**config.mk**
```make
export PLATFORM = sky130hd
export DESIGN_NAME = rf_arbiter_flat
export DESIGN_NICKNAME = d
export VERILOG_FILES = /design/src/rtl/rf_arbiter_pkg.sv /design/src/rtl/rf_arbiter_if.sv /design/src/rtl/rf_arbiter_rr_pick.sv /design/src/rtl/rf_arbiter.sv /design/src/flat_wrapper.sv
export SDC_FILE = /design/constraint.sdc
export NUM_CORES = 1
export LEC_CHECK = 0
export CELL_PAD_IN_SITES_DETAIL_PLACEMENT = 0
export CELL_PAD_IN_SITES_GLOBAL_PLACEMENT = 1
export CORE_MARGIN = 4
export CORE_UTILIZATION = 40
export CTS_BUF_LIST = sky130_fd_sc_hd__clkbuf_2 sky130_fd_sc_hd__clkbuf_4 sky130_fd_sc_hd__clkbuf_8
export DETAILED_ROUTE_END_ITERATION = 10
export DONT_BUFFER_PORTS = 1
export PLACE_DENSITY_LB_ADDON = 0.1
export SLEW_MARGIN = 20
export SYNTH_ARGS = -nofsm -noshare
export SYNTH_HDL_FRONTEND = slang
export SYNTH_SLANG_ARGS = --single-unit
```
**constraint.sdc**
```tcl
create_clock -name clk -period 1.85 [get_ports clk]
set_input_delay 0.37 -clock clk [delete_from_list [all_inputs] [get_ports clk]]
set_output_delay 0.37 -clock clk [all_outputs]
set_load 0.1 [all_outputs]
```
**src/rtl/rf_arbiter_pkg.sv**
```systemverilog
// rf_arb_pkg: shared FSM state type, default sizes and small helpers
// for the register-file arbiter.
package rf_arb_pkg;

  typedef enum logic [1:0] {
    IDLE  = 2'd0,
    GRANT = 2'd1,
    HOLD  = 2'd2
  } arb_state_t;

  localparam int RF_ADDR_W     = 5;
  localparam int RF_DATA_W     = 16;
  localparam int ARB_MAX_BURST = 4;

  // Width of a requester index; never zero so a single requester still works.
  function automatic int idx_width(input int n);
    return (n > 1) ? $clog2(n) : 1;
  endfunction

endpackage

```
**src/rtl/rf_arbiter_if.sv**
```systemverilog
// rf_arbiter_if: requester-side bus of the register-file arbiter.
// The master modport is the requester side, the slave modport is the arbiter.
interface rf_arbiter_if
  import rf_arb_pkg::*;
#(
  parameter int N_REQ  = 3,
  parameter int ADDR_W = RF_ADDR_W,
  parameter int DATA_W = RF_DATA_W
);
  logic [N_REQ-1:0]        req;
  logic [N_REQ-1:0]        lock;
  logic [N_REQ-1:0]        we;
  logic [N_REQ*ADDR_W-1:0] addr;
  logic [N_REQ*DATA_W-1:0] wdata;
  logic [N_REQ-1:0]        gnt;
  logic [N_REQ-1:0]        rvalid;
  logic [DATA_W-1:0]       rdata;

  modport master (
    output req, lock, we, addr, wdata,
    input  gnt, rvalid, rdata
  );

  modport slave (
    input  req, lock, we, addr, wdata,
    output gnt, rvalid, rdata
  );
endinterface

```
**src/rtl/rf_arbiter_rr_pick.sv**
```systemverilog
// rr_pick: combinational winner search. Starting at index ptr and wrapping
// around, the first requesting index wins. A ptr tied to zero gives fixed
// lowest-index priority.
module rr_pick
  import rf_arb_pkg::*;
#(
  parameter int N_REQ = 3,
  localparam int IDX_W = idx_width(N_REQ)
) (
  input  logic [N_REQ-1:0] req,
  input  logic [IDX_W-1:0] ptr,
  output logic [N_REQ-1:0] win_oh,
  output logic [IDX_W-1:0] win_idx,
  output logic             win_valid
);

  // Walk offsets 0..N_REQ-1 from ptr and latch the first active request.
  always_comb begin
    win_oh    = '0;
    win_idx   = '0;
    win_valid = 1'b0;
    for (int i = 0; i < N_REQ; i++) begin
      for (int j = 0; j < N_REQ; j++) begin
        if (!win_valid && req[j] && (j == ((int'(ptr) + i) % N_REQ))) begin
          win_valid  = 1'b1;
          win_idx    = IDX_W'(j);
          win_oh[j]  = 1'b1;
        end
      end
    end
  end

endmodule

```
**src/rtl/rf_arbiter.sv**
```systemverilog
// rf_arbiter: shares one register-file write/read port between N_REQ
// requesters with registered one-hot grants and optional locked bursts.
// Build option: define RF_ARBITER_FIXED_PRIO_EN for fixed lowest-index
// priority instead of round-robin (no rotating pointer is built then).
module rf_arbiter
  import rf_arb_pkg::*;
#(
  parameter int N_REQ     = 3,
  parameter int ADDR_W    = RF_ADDR_W,
  parameter int DATA_W    = RF_DATA_W,
  parameter int MAX_BURST = ARB_MAX_BURST
) (
  input  logic              clk,
  input  logic              rst,
  rf_arbiter_if.slave       bus,
  output logic              rf_we,
  output logic [ADDR_W-1:0] rf_waddr,
  output logic [DATA_W-1:0] rf_wdata,
  output logic [ADDR_W-1:0] rf_raddr,
  input  logic [DATA_W-1:0] rf_rdata
);

  localparam int IDX_W   = idx_width(N_REQ);
  localparam int BURST_W = 4;

  arb_state_t         state_q, state_d;
  logic [N_REQ-1:0]   gnt_q, gnt_d;
  logic [IDX_W-1:0]   win_q, win_d;
  logic [BURST_W-1:0] burst_q, burst_d;
  logic [N_REQ-1:0]   rvalid_q, rvalid_d;
  logic [DATA_W-1:0]  rdata_q, rdata_d;

  logic [IDX_W-1:0]   search_ptr;
  logic [N_REQ-1:0]   pick_oh;
  logic [IDX_W-1:0]   pick_idx;
  logic               pick_valid;
  logic               take_pick;
  logic               fire;
  logic               rd_fire;

  rr_pick #(.N_REQ(N_REQ)) u_pick (
    .req       (bus.req),
    .ptr       (search_ptr),
    .win_oh    (pick_oh),
    .win_idx   (pick_idx),
    .win_valid (pick_valid)
  );

`ifdef RF_ARBITER_FIXED_PRIO_EN
  assign search_ptr = '0;
`else
  logic [IDX_W-1:0] ptr_q, ptr_d;

  // Pointer moves to the slot after each newly picked winner.
  always_comb begin
    ptr_d = ptr_q;
    if (take_pick) begin
      ptr_d = (pick_idx == IDX_W'(N_REQ - 1)) ? '0 : pick_idx + 1'b1;
    end
  end

  // Round-robin pointer register.
  always_ff @(posedge clk) begin
    if (rst) ptr_q <= '0;
    else     ptr_q <= ptr_d;
  end

  assign search_ptr = ptr_q;
`endif

  // Next-state logic: extend a locked burst, hand over, re-grant or go idle.
  always_comb begin
    state_d   = state_q;
    gnt_d     = gnt_q;
    win_d     = win_q;
    burst_d   = burst_q;
    take_pick = 1'b0;
    case (state_q)
      IDLE: begin
        gnt_d   = '0;
        burst_d = '0;
        if (pick_valid) begin
          state_d   = GRANT;
          gnt_d     = pick_oh;
          win_d     = pick_idx;
          take_pick = 1'b1;
        end
      end
      GRANT, HOLD: begin
        if (bus.req[win_q] && bus.lock[win_q] &&
            (burst_q < BURST_W'(MAX_BURST - 1))) begin
          state_d = HOLD;
          burst_d = burst_q + 1'b1;
        end else if (pick_valid) begin
          state_d   = GRANT;
          gnt_d     = pick_oh;
          win_d     = pick_idx;
          burst_d   = '0;
          take_pick = 1'b1;
        end else begin
          state_d = IDLE;
          gnt_d   = '0;
          burst_d = '0;
        end
      end
      default: begin
        state_d = IDLE;
        gnt_d   = '0;
        burst_d = '0;
      end
    endcase
  end

  assign fire = |(gnt_q & bus.req);

  // Drive the register-file port only while the granted requester still asks.
  always_comb begin
    rf_we    = 1'b0;
    rf_waddr = '0;
    rf_wdata = '0;
    rf_raddr = '0;
    rd_fire  = 1'b0;
    if (fire) begin
      if (bus.we[win_q]) begin
        rf_we    = 1'b1;
        rf_waddr = bus.addr[win_q*ADDR_W +: ADDR_W];
        rf_wdata = bus.wdata[win_q*DATA_W +: DATA_W];
      end else begin
        rf_raddr = bus.addr[win_q*ADDR_W +: ADDR_W];
        rd_fire  = 1'b1;
      end
    end
  end

  // Capture read data one cycle after the read and pulse the owner's rvalid.
  always_comb begin
    rvalid_d = rd_fire ? gnt_q : '0;
    rdata_d  = rd_fire ? rf_rdata : rdata_q;
  end

  // State registers; reset drops any in-flight read.
  always_ff @(posedge clk) begin
    if (rst) begin
      state_q  <= IDLE;
      gnt_q    <= '0;
      win_q    <= '0;
      burst_q  <= '0;
      rvalid_q <= '0;
      rdata_q  <= '0;
    end else begin
      state_q  <= state_d;
      gnt_q    <= gnt_d;
      win_q    <= win_d;
      burst_q  <= burst_d;
      rvalid_q <= rvalid_d;
      rdata_q  <= rdata_d;
    end
  end

  assign bus.gnt    = gnt_q;
  assign bus.rvalid = rvalid_q;
  assign bus.rdata  = rdata_q;

endmodule

```
**src/flat_wrapper.sv**
```systemverilog
// flat-port wrapper written by rule: the top's interface ports become plain ports
module rf_arbiter_flat import rf_arb_pkg::*;
#(
  parameter int N_REQ     = 3,
  parameter int ADDR_W    = RF_ADDR_W,
  parameter int DATA_W    = RF_DATA_W,
  parameter int MAX_BURST = ARB_MAX_BURST
)
  (clk, rst, rf_we, rf_waddr, rf_wdata, rf_raddr, rf_rdata, bus_req, bus_lock, bus_we, bus_addr, bus_wdata, bus_gnt, bus_rvalid, bus_rdata);
  rf_arbiter_if #(.N_REQ(N_REQ), .ADDR_W(ADDR_W), .DATA_W(DATA_W)) bus_i ();
  input  logic clk;
  input  logic rst;
  output logic rf_we;
  output logic [ADDR_W-1:0] rf_waddr;
  output logic [DATA_W-1:0] rf_wdata;
  output logic [ADDR_W-1:0] rf_raddr;
  input  logic [DATA_W-1:0] rf_rdata;
  input wire logic [$bits(bus_i.req)-1:0] bus_req;
  input wire logic [$bits(bus_i.lock)-1:0] bus_lock;
  input wire logic [$bits(bus_i.we)-1:0] bus_we;
  input wire logic [$bits(bus_i.addr)-1:0] bus_addr;
  input wire logic [$bits(bus_i.wdata)-1:0] bus_wdata;
  output wire logic [$bits(bus_i.gnt)-1:0] bus_gnt;
  output wire logic [$bits(bus_i.rvalid)-1:0] bus_rvalid;
  output wire logic [$bits(bus_i.rdata)-1:0] bus_rdata;
  assign bus_i.req = bus_req;
  assign bus_i.lock = bus_lock;
  assign bus_i.we = bus_we;
  assign bus_i.addr = bus_addr;
  assign bus_i.wdata = bus_wdata;
  assign bus_gnt = bus_i.gnt;
  assign bus_rvalid = bus_i.rvalid;
  assign bus_rdata = bus_i.rdata;
  rf_arbiter #(.N_REQ(N_REQ), .ADDR_W(ADDR_W), .DATA_W(DATA_W), .MAX_BURST(MAX_BURST)) u_core (.clk(clk), .rst(rst), .bus(bus_i), .rf_we(rf_we), .rf_waddr(rf_waddr), .rf_wdata(rf_wdata), .rf_raddr(rf_raddr), .rf_rdata(rf_rdata));
endmodule
```
# ---- After elaboration in Yosys (flattened, before gate mapping)
# Index checks and enable logic that the tools add are counted.
dict set report classes {
  n_addsub 4
  multipliers 1
  div_mod_pow 3
  n_lt_le_gt_ge 2
  eq_ne 11
  n_shift 2
  muxes 55
  bitwise_logic 4
  reduce_logical 37
}
# op count
set op_table {}
lappend op_table {{2-bit by 32-bit equality test with 1-bit output (first input constant)} 3}
lappend op_table {{3-bit by 32-bit equality test with 1-bit output (first input constant)} 3}
lappend op_table {{32-bit logical NOT} 3}
lappend op_table {{32-bit by 3-bit modulo with 32-bit output (second input constant)} 2}
lappend op_table {{48-bit by 7-bit variable part select with 16-bit output} 1}
lappend op_table {{3-bit by 3-bit modulo with 32-bit output (second input constant)} 1}
lappend op_table {{16-bit 2-to-1 mux} 2}
lappend op_table {{1-bit 2-to-1 mux} 28}
lappend op_table {{2-bit 2-to-1 mux} 12}
lappend op_table {{5-bit 2-to-1 mux} 4}
lappend op_table {{1-bit logical AND} 19}
lappend op_table {{15-bit by 6-bit variable part select with 5-bit output} 1}
lappend op_table {{1-bit logical NOT} 8}
lappend op_table {{2-bit one-hot mux with 2 select lines} 2}
lappend op_table {{1-bit binary-select mux with 2-bit select} 3}
lappend op_table {{3-bit 2-to-1 mux} 2}
lappend op_table {{3-bit one-hot mux with 2 select lines} 1}
lappend op_table {{3-bit OR reduction} 2}
lappend op_table {{2-bit by 3-bit multiplier with 5-bit output (second input constant)} 1}
lappend op_table {{4-bit by 1-bit adder with 4-bit output (second input constant)} 1}
lappend op_table {{2-bit equality test (second input constant)} 2}
lappend op_table {{4-bit by 2-bit < comparator with 1-bit output (second input constant)} 1}
lappend op_table {{2-bit OR reduction} 2}
lappend op_table {{2-bit by 1-bit adder with 3-bit output (second input constant)} 1}
lappend op_table {{other kinds (12)} 14}
dict set report word_totals {
  regBits 32
  input_bits 90
  out_inout_bits 49
  wordCells 126
}

# ---- Logic depth before layout (Yosys ltp)
dict set report logic_depth {
  word_depth 39
  mapped_depth 7
}

# ---- Hierarchy
# A second synthesis with hierarchy kept.
dict set report hier_totals {
  cells_unflattened 248
  area_unflattened_um2 1998.2
}
# mod n_inst cells_per_inst area_each_um2
set by_module_without_submodules {}
lappend by_module_without_submodules {rf_arbiter 1 229 1855.5}
lappend by_module_without_submodules {rr_pick 1 19 142.6}

# ---- Least setup slack after synthesis
# Ideal clock, no wire load.
dict set report synth_path {
  path_type {reg2out}
  start {reg u_core.gnt_q[1], in the netlist u_core.bus.gnt[1]}
  end {out rf_wdata[0]}
  t_arrival_ns 3.124
  required_time_ns 1.480
  slack_ns -1.644
  path_stages_with_launch 5
  path_cell_list {dfxtp_1 -> a222oi_1 -> or2_1 -> clkbuf_1 -> nor2_1}
}
dict set report synth_via {
  elab_chain_cells 3
}
# item line
set synth_lines {}
lappend synth_lines {{start: declaration} rf_arbiter.sv:27} ;# logic [N_REQ-1:0] gnt_q, gnt_d;
lappend synth_lines {{start signal: assignment} rf_arbiter.sv:152} ;# gnt_q <= gnt_d;
lappend synth_lines {{3-bit bitwise AND} rf_arbiter.sv:114} ;# assign fire = |(gnt_q & bus.req);
lappend synth_lines {{3-bit OR reduction} rf_arbiter.sv:114}
lappend synth_lines {{16-bit 2-to-1 mux} rf_arbiter.sv:123} ;# if (fire) begin
lappend synth_lines {{end: declaration} flat_wrapper.sv:15} ;# output logic [DATA_W-1:0] rf_wdata;
# No other way between the ends.

# ---- Worst setup path in the final report
dict set report layout_path {
  start {reg u_core.win_q[0]}
  end {out rf_raddr[1]}
}
dict set report layout_via {
  elab_chain_cells 4
}
# item line
set layout_lines {}
lappend layout_lines {{start: declaration} rf_arbiter.sv:28} ;# logic [IDX_W-1:0] win_q, win_d;
lappend layout_lines {{start signal: assignment} rf_arbiter.sv:153} ;# win_q <= win_d;
lappend layout_lines {{2-bit by 3-bit multiplier with 5-bit output / 1-bit binary-select mux with 2-bit select (equally long branches)} {rf_arbiter.sv:129, rf_arbiter.sv:124}}
lappend layout_lines {{15-bit by 6-bit variable part select with 5-bit output / 1-bit 2-to-1 mux (equally long branches)} {rf_arbiter.sv:129, rf_arbiter.sv:124}}
lappend layout_lines {{5-bit 2-to-1 mux *} rf_arbiter.sv:124} ;# if (bus.we[win_q]) begin
lappend layout_lines {{5-bit 2-to-1 mux *} rf_arbiter.sv:123}
lappend layout_lines {{end: declaration} flat_wrapper.sv:16} ;# output logic [ADDR_W-1:0] rf_raddr;
# Mark *: on every way between the ends. The rest lies on a longest branch, timed or not. The select of a mux whose other input is x is not followed.

==> impl_metrics.py <==
metrics = {
    "global_route": {
        "grt_pass1_wl_mm": 9.315,
        "grt_pass1_vias": 1939,
        "grt_util_all_layers": 0.1879,
        "grt_max_degree": 34,
        "grt-ovfl-total": 0,
        "antenna_found_initial": 0,
    },
    "timing": {
        "hold_ws_ps": 147.1,
        "skew_ps": 1.630,
        "hold_viol": 0,
        "clock.fmax_ghz": 0.4629,
        "slew_violations": 0,
        "setup_viol_count_final": 27,
        "fin_crit_ps": 2160,
        "finalCritPeriodShare": 1.168,
        "rsz0062_at_grt": "yes",
        "setup-tns-final_ps": -7689,
        "layout_setup_ws_ps": -310.4,
    },
    "die": {
        "initial_utilization": 0.4147,
        "rows": 25,
        "die_x_microns": 78.21,
        "die_area_sq_um": 6117,
        "die_y_microns": 78.21,
        "coreArea_sq_um": 4755,
        "ios": 139,
    },
    "route": {
        "vias_per_cell": 5.230,
        "vias": 1977,
        "drc": 0,
        "wire_per_inst_microns": 16.76,
        "drt-initial-drc-count": 55,
        "antenna_left": 0,
        "wirelength_mm": 6.335,
        "first_pass_iters": 5,
    },
    "outcome": {
        "status": "finished, violations left",
        "violations": "negative setup slack",
    },
    "logic_synthesis": {
        "synth_edf_count": 0,
        "yosys.area_share.simple": 0.2424,
        "synth_seq_cells": 32,
        "synthCells": 244,
        "synthFlopType": "dfxtp_1",
        "synth_fa_ha_area_frac": 0.03173,
        "syn_area_per_cell_sq_um": 8.082,
        "ys_async_sr_fraction": 0,
        "synth_top_family_by_area": "simple AND/OR/NAND/NOR gates",
        "synth_top_area_cell": "dfxtp_1",
        "synthDistinctLibCells": 41,
        "synth_top_cells_by_area": "dfxtp_1 32%, mux2i_1 20%, nor2_1 12%",
        "ys_seq_area_frac": 0.3249,
        "yosys_warnings": 0,
        "synth-compound-area-share": 0.1358,
        "synth_mux_area_frac": 0.2107,
        "synth_top_cell_area_share": 0.3249,
        "synth.most_common_cell": "nor2_1",
        "synth_xor_area_frac": 0,
        "synth_area_sq_um": 1972,
        "yosys-top-cells-count": "65 x nor2_1, 40 x mux2i_1, 32 x dfxtp_1, 29 x a21oi_1, 11 x clkbuf_1",
    },
    "clocking": {
        "clkTransAtPathRegs_ps": 60,
        "htree_num_levels": 2,
        "numCtsBuffers": 5,
        "clk_latency_ps": 280,
        "cts_buffer_depth": 2,
        "cts_tree": "built",
        "cts_sinks": 32,
        "cts-root-buf": "clkbuf_8",
        "hold_buffers": 0,
    },
    "run": {
        "maxCapViolCount": 0,
    },
    "cells_and_area": {
        "nFillCells": 368,
        "drive_gt1_frac": 0.4341,
        "num_antenna_cells": 0,
        "final_nets": 405,
        "multi_input_area_sq_um": 1524,
        "area_growth_pct": 71.83,
        "final_area_sq_um": 3388,
        "seq_area_sq_um": 656.9,
    },
    "setup_path": {
        "required_ps": 1480,
        "crit_type": "flop to output port",
        "cp_num_buf_inv": 2,
        "slowest_stage": "dfxtp_4",
        "cpPeakStageDelay_ps": 370,
        "critical-path-top-delay-family": "flip-flops",
        "start_kind": "flop",
        "path_cells": "mux2_4 -> a22oi_2 -> buf_4 -> nand2b_4 -> nor2_4 -> buf_12",
        "critPathArrivalTime_ps": 1790,
        "crit_fanout": 6,
        "cp-end-kind": "output port",
    },
    "power_and_ir_drop": {
        "powerDensity_nw_per_um2": 1305,
        "ir_worst_vdd_uv": 758.0,
        "p_leak_nw": 1.271,
    },
    "place": {
        "gp_congestion": 0.8729,
        "port_buffers": 0,
        "dpl_cell_area_sq_um": 3110,
        "hpwl_mm": 4.758,
        "place_ws_ps": -47.84,
    },
    "hold_path": {
        "hp-class": "primary input to flop",
    },
}
cell type report:
type | count | share of cell area
clock inverters | 2 | 0.01034
multi-input cells | 191 | 0.4498
repair buffers | 74 | 0.2910
inverters | 6 | 0.007755
clock buffers | 6 | 0.02253
flip-flops and latches | 32 | 0.1939
well taps | 67 | 0.02474
worst register-to-register path: stages (launching register included):
cell and delay, ps:
dfxtp_1 350, inv_1 60, ha_1 290, nor2_1 40, or3_4 390, or4b_1 480, o31ai_1 70
state kept, by name, summed over array words and instances, names as in the netlist:
signal,count
u_core.ptr_q,2
u_core.bus.rvalid,3
u_core.state_q,2
u_core.win_q,2
u_core.bus.gnt,3
u_core.bus.rdata,16
u_core.burst_q,4
report_power, final:
part	internal (W)	total (W)	switching, W
Sequential	0.000791	0.000846	0.0000549
Combinational	0.00110	0.00291	0.00181
Clock	0.000414	0.000666	0.000252
Total	0.00231	0.00442	0.00211
placed cells by master (no fill, tap or decap), drive strengths merged, types with 2 or more instances in the layout:
cell | synthesis | final
a21oi | 29 | 29
and4b | 2 | 2
buf | 5 | 72
clkbuf | 11 | 8
conb | 1 | 2
dfxtp | 32 | 32
ha | 5 | 5
inv | 6 | 5
mux2i | 40 | 40
nand2 | 4 | 4
nand2b | 9 | 9
nor2 | 65 | 65
nor3 | 4 | 4
nor3b | 4 | 4
o31ai | 2 | 2
or2 | 3 | 3
or3 | 2 | 2
final timing paths:
check / from / endpoint / slack (ps) / cells after the start
worst max-delay path: u_core.win_q[0] / rf_raddr[1] / -310 / 6
worst min-delay path: rst / u_core.bus.gnt[1] / 150 / 1
worst max register to register: u_core.state_q[0] / u_core.win_q[1] / 80 / 6
worst min register to register: u_core.burst_q[0] / u_core.burst_q[0] / 430 / 1
through the flow:
step	instances	utilization	power, W
detailed placement	364	0.6542	0.003508
global placement	364	0.6542	0.003452
CTS	375	0.6889	0.004233
global route	378	0.7126	0.004628
floorplan	245	-	0.002820
finish	378	0.7126	0.004421
routing by layer:
metal | vias to the layer above | GRT usage | routed length [microns]
li1 | 972 | - | -
met1 | 909 | 0.2182 | 2443
met2 | 86 | 0.3382 | 3284
met3 | 10 | 0.05390 | 492
met4 | 0 | 0.04545 | 114
met5 | - | 0 | 0
kinds of logic (layout without fill, tap and decap cells):
kind of cell               count (synthesis)  after routing
AOI/OAI and AO/OA                         42             42
adders and majority gates                  5              5
buffers and inverters                     22             88
DFF                                       32             32
muxes                                     41             41
other                                      1              2
and+or+nand+nor                          101            101
what timing repair did:
item / 4_1_cts / 5_1_grt
setup endpoints to repair: 29 / 36
setup buffers: 3 / 2
cloned: 0 / 2
gates resized for setup: 8 / 11
endpoints found under the hold margin: 0 / 0
pin swaps: 6 / 12
Power figures use the tool's default switching activity.
